===== config.mk =====
export PLATFORM = sky130hd
export DESIGN_NAME = pipe_if_stage
export DESIGN_NICKNAME = d
export VERILOG_FILES = /design/src/rtl/pipe_if_stage.sv
export SDC_FILE = /design/constraint.sdc
export NUM_CORES = 1
export LEC_CHECK = 0
export CAP_MARGIN = 10
export CELL_PAD_IN_SITES_DETAIL_PLACEMENT = 1
export CELL_PAD_IN_SITES_GLOBAL_PLACEMENT = 1
export CORE_MARGIN = 5
export CORE_UTILIZATION = 35
export CTS_BUF_LIST = sky130_fd_sc_hd__clkbuf_4 sky130_fd_sc_hd__clkbuf_8 sky130_fd_sc_hd__clkbuf_16
export CTS_CLUSTER_SIZE = 30
export DETAILED_ROUTE_END_ITERATION = 8
export DONT_BUFFER_PORTS = 1
export GPL_ROUTABILITY_DRIVEN = 0
export PLACE_DENSITY = 0.71
export SYNTH_ARGS = -nofsm -noshare
export SYNTH_HDL_FRONTEND = slang
export SYNTH_SLANG_ARGS = --single-unit

===== constraint.sdc =====
create_clock -name clock -period 4 [get_ports clock]
set_clock_uncertainty 0.2 [all_clocks]
set_input_delay 0.6 -clock clock [delete_from_list [all_inputs] [get_ports clock]]
set_output_delay 0.6 -clock clock [all_outputs]
set_load 0.02 [all_outputs]

===== src/rtl/pipe_if_stage.sv =====
`default_nettype none
// ============================================================================
// Module   : pipe_if_stage
// Purpose  : Instruction fetch with a req/ack memory port, plus the IF/ID register.
// Revision : 1.0  initial release
// ============================================================================
module pipe_if_stage #(
   parameter logic [31:0] RESET_PC = 32'h0000_0000
) (
   input  logic        clock,
   input  logic        reset,
   input  logic [1:0]  pcsource,
   input  logic        flush,
   input  logic        wpcir,
   input  logic [31:0] bpc,
   input  logic [31:0] rpc,
   input  logic [31:0] jpc,
   output logic        imem_req,
   output logic [31:0] imem_addr,
   input  logic        imem_ack,
   input  logic [31:0] imem_rdata,
   output logic [31:0] pc,
   output logic [31:0] dpc4,
   output logic [31:0] dinst,
   output logic        dvalid
);

   typedef enum logic [1:0] {
      F_RESET = 2'd0,
      F_REQ   = 2'd1,
      F_HOLD  = 2'd2,
      F_KILL  = 2'd3
   } fstate_t;

   localparam logic [31:0] c_ALIGN_MASK = 32'hFFFF_FFFC;

   fstate_t     state_q, state_d;
   logic [31:0] pc_q, pc_d;
   logic [31:0] buf_q, buf_d;
   logic [31:0] ktgt_q, ktgt_d;
   logic [31:0] dpc4_q, dpc4_d;
   logic [31:0] dinst_q, dinst_d;
   logic        dvalid_q, dvalid_d;

   logic [31:0] w_pc_plus4;
   logic [31:0] w_tgt_raw;
   logic [31:0] w_target;

   assign w_pc_plus4 = pc_q + 32'd4;

   always_comb begin
      w_tgt_raw = w_pc_plus4;
      case (pcsource)
         2'b01:   w_tgt_raw = bpc;
         2'b10:   w_tgt_raw = rpc;
         2'b11:   w_tgt_raw = jpc;
         default: w_tgt_raw = w_pc_plus4;
      endcase
   end

   assign w_target = w_tgt_raw & c_ALIGN_MASK;

   always_comb begin
      state_d  = state_q;
      pc_d     = pc_q;
      buf_d    = buf_q;
      ktgt_d   = ktgt_q;
      dpc4_d   = dpc4_q;
      dinst_d  = dinst_q;
      dvalid_d = dvalid_q;
      case (state_q)
         F_RESET: state_d = F_REQ;
         F_REQ: begin
            if (imem_ack) begin
               if (!wpcir) begin
                  // ID is stalled: park the word and stop fetching until it frees up.
                  buf_d   = imem_rdata;
                  state_d = F_HOLD;
               end else if (flush) begin
                  dpc4_d   = 32'd0;
                  dinst_d  = 32'd0;
                  dvalid_d = 1'b0;
                  pc_d     = w_target;
               end else begin
                  dpc4_d   = w_pc_plus4;
                  dinst_d  = imem_rdata;
                  dvalid_d = 1'b1;
                  pc_d     = w_pc_plus4;
               end
            end else if (wpcir) begin
               dpc4_d   = 32'd0;
               dinst_d  = 32'd0;
               dvalid_d = 1'b0;
               if (flush) begin
                  ktgt_d  = w_target;
                  state_d = F_KILL;
               end
            end
         end
         F_HOLD: begin
            if (wpcir) begin
               state_d = F_REQ;
               if (flush) begin
                  dpc4_d   = 32'd0;
                  dinst_d  = 32'd0;
                  dvalid_d = 1'b0;
                  buf_d    = 32'd0;
                  pc_d     = w_target;
               end else begin
                  dpc4_d   = w_pc_plus4;
                  dinst_d  = buf_q;
                  dvalid_d = 1'b1;
                  pc_d     = w_pc_plus4;
               end
            end
         end
         F_KILL: begin
            // The in-flight request must complete before the address may move.
            if (wpcir) begin
               dpc4_d   = 32'd0;
               dinst_d  = 32'd0;
               dvalid_d = 1'b0;
               if (flush) begin
                  ktgt_d = w_target;
               end
            end
            if (imem_ack) begin
               pc_d    = (wpcir && flush) ? w_target : ktgt_q;
               state_d = F_REQ;
            end
         end
         default: state_d = F_RESET;
      endcase
   end

   always_ff @(posedge clock) begin
      if (reset) begin
         state_q  <= F_RESET;
         pc_q     <= RESET_PC & c_ALIGN_MASK;
         buf_q    <= 32'd0;
         ktgt_q   <= 32'd0;
         dpc4_q   <= 32'd0;
         dinst_q  <= 32'd0;
         dvalid_q <= 1'b0;
      end else begin
         state_q  <= state_d;
         pc_q     <= pc_d;
         buf_q    <= buf_d;
         ktgt_q   <= ktgt_d;
         dpc4_q   <= dpc4_d;
         dinst_q  <= dinst_d;
         dvalid_q <= dvalid_d;
      end
   end

   assign imem_req  = (state_q == F_REQ) || (state_q == F_KILL);
   assign imem_addr = pc_q;
   assign pc        = pc_q;
   assign dpc4      = dpc4_q;
   assign dinst     = dinst_q;
   assign dvalid    = dvalid_q;

endmodule
`default_nettype wire


==> out/metrics.yaml <==
outcome: "complete, no violations"
ys_seq_elements: 159
cp_cell_sequence: "and2b_2 -> o21ai_0 -> nor2_2 -> buf_4 -> a22oi_1 -> nor2_1"
antenna_left: 0
fin_ws_ps: 973
post-cts-setup-buffer-count: 0
drv_cap: 0
min_path_type: "in -> reg"
tightest_slew_ps: 1180
crit_type: "reg -> reg"
required_ps: 4120
rsz0062_at_grt: "no"
die-area_um2: 27100
slew_headroom_pct: 21.3
rows: 56
syn-instance-count: 1025
hold_viol: 0
synth_flop_cell: "dfxtp_1"
place_ws_ps: 1000
layout.cells.non_filler: 1299
r2r-start: "state_q[0]"
synth_top_area_cell: "dfxtp_1"
finalInstanceArea_um2: 9070
cts_max_path_buffers: 2
ys_types: 76
fin_nets: 1102
viasPerCell: 5.96
fin_setup_tns_ps: 0
numCtsBuffers: 17
grt_use_total_pct: 22.2
drtIter0Drc: 483
grt_max_degree: 163
port_buffers: 0
hold_buffers: 0
grt_pass1_wl_um: 46700
hold_start: "reset"
detailed_place_hpwl_um: 21100
dp_cells: 1266
cts-resized-gates: 0
fmax_mhz: 330
fin_crit_sh_pct: 75.7
yosys_warnings: 0
start_util_pct: 35.6
syn_to_final_growth_pct: 8.21
max_stage_delay_ps: 820
dr.pass1.iters: 5
cts_root_buffer: "clkbuf_16"
cts_sinks: 159
synth_seq_area_share_pct: 38.0
path_delay_family: "compound AO/OA/AOI/OAI gates"
drive_gt1_share_pct: 12.4
drt-total-wl_um: 31000
critPathBufInv: 1
syn_area_um2: 8380
core-area_um2: 23500
first_global_vias: 7957
drc: 0
maxSlewViolCount: 0
wl_per_cell_um: 23.9
nFillCells: 2834
layout_min_cycle_time_ps: 3030
io_pins: 265
power_density_nw_per_um2: 426
synthTopCellsByArea: "dfxtp_1 (38%), nor2_1 (9.4%), a22oi_1 (8.6%), a21oi_1 (4.0%), buf_4 (3.3%)"
arrival_ps: 3150
path_clk_slew_ps: 70
die_y_um: 165
die_w_um: 165
worst_setup_path_start_kind: "flop"
async_reset_ff_share_pct: 0
path_max_fanout: 16
crit_slowest_cell: "dfxtp_1"
syn_area_per_cell_um2: 8.17
antenna_found_initial: 1
power.leakage_nw: 3.24
vias: 7742
synth_edf_count: 0
cts_tree: "built"
insertion_delay_ps: 430
irDropWorstVdd_mv: 0.306
finalSetupViolations: 0
place_area_um2: 8480
end_kind: "flop"
htree_levels: 4
startpoint: "state_q[0]"
grt-ovfl-total: 0
yosysTopAreaCellShare_pct: 38.0
[final cells by class]
class	count	area, um2	share of cell area (%)
diodes	1	2.50	0.0276
inverters	8	30.0	0.331
clock inverters	15	163	1.79
clock buffers	17	425	4.69
well taps	319	399	4.40
repair buffers	39	293	3.23
flip-flops and latches	159	3180	35.1
multi-input cells	741	4570	50.4
[kinds of logic (layout without fill, tap and decap cells)]
family / after synthesis / in the layout / synth area share [%]
buf+inv: 128 / 79 / 7.93
mux: 31 / 31 / 4.94
simple gates: 370 / 370 / 20.0
flops: 159 / 159 / 38.0
fa+ha+maj: 1 / 1 / 0.149
xor+xnor: 28 / 28 / 3.11
compound gates: 307 / 307 / 25.8
other cells: 1 / 5 / 0.0448
[registers in the layout (all words and copies together), names as in the netlist]
register and count:
dpc4 32, dvalid 1, state_q 2, buf_q 32, ktgt_q 30, imem_addr 30
dinst 32
[synthesized netlist by cell type (4+ instances only)]
master	n
o211ai_1	6
xor2_1	9
nor3_1	29
clkbuf_1	68
inv_1	8
mux2_2	13
a22o_1	9
a21o_1	4
o21bai_1	5
a21oi_1	67
and2_1	6
a22oi_1	96
and3_1	8
nor2_1	210
buf_2	7
a221o_1	8
dfxtp_1	159
nor4_1	4
o22ai_1	5
mux2i_1	11
nand4_1	11
buf_4	37
a211oi_1	22
o221ai_1	10
o21ai_0	28
a221oi_1	9
xnor2_1	17
nand2_1	60
mux4_2	7
nand3_1	11
o21a_1	6
[power breakdown]
| group | total, W | internal, W | switching, W |
|---|---|---|---|
| Clock | 0.00164 | 0.000839 | 0.000799 |
| Sequential | 0.00174 | 0.00164 | 0.0000983 |
| Combinational | 0.000486 | 0.000173 | 0.000314 |
[layer usage]
layer	vias up	wire length [um]	track usage, %
li1	3574	-	-
met1	3826	12300	26.5
met2	297	15100	37.7
met3	45	2860	7.59
met4	0	757	7.18
met5	-	0	0
[worst paths after layout]
path	to	slack (ps)	depth (start not counted)
worst max-delay path	dpc4[5]	970	6
worst min-delay path	dinst[27]	50	1
worst max register to register	dpc4[5]	970	6
worst min register to register	ktgt_q[18]	260	2
[through the flow]
stage,utilization [%],power (W),hold slack (ps)
floorplan,-,0.00217,232
global placement,36.0,0.00224,236
detailed placement,36.0,0.00226,250
CTS,38.5,0.00391,18.7
global route,38.5,0.00402,26.7
finish,38.5,0.00386,53.3
[cells in the final DEF (no fill, tap or decap), types with 4 or more instances in the layout]
master,instances
o211ai_1,6
o21a_1,6
nand4_1,11
conb_1,4
dfxtp_1,159
inv_1,8
nand2_1,60
inv_6,5
mux4_2,7
a22oi_1,96
and2_1,6
nor2_1,208
mux2i_1,11
a21oi_1,66
o21bai_1,5
a22o_1,9
a221oi_1,9
mux2_2,13
nor3_1,29
nor4_1,4
buf_4,39
a21o_1,4
xnor2_1,17
a211oi_1,22
inv_8,4
xor2_1,9
and3_1,8
o21ai_0,27
nand3_1,11
a221o_1,8
o221ai_1,10
clkbuf_16,17
o22ai_1,5
Power figures use the tool's default switching activity.
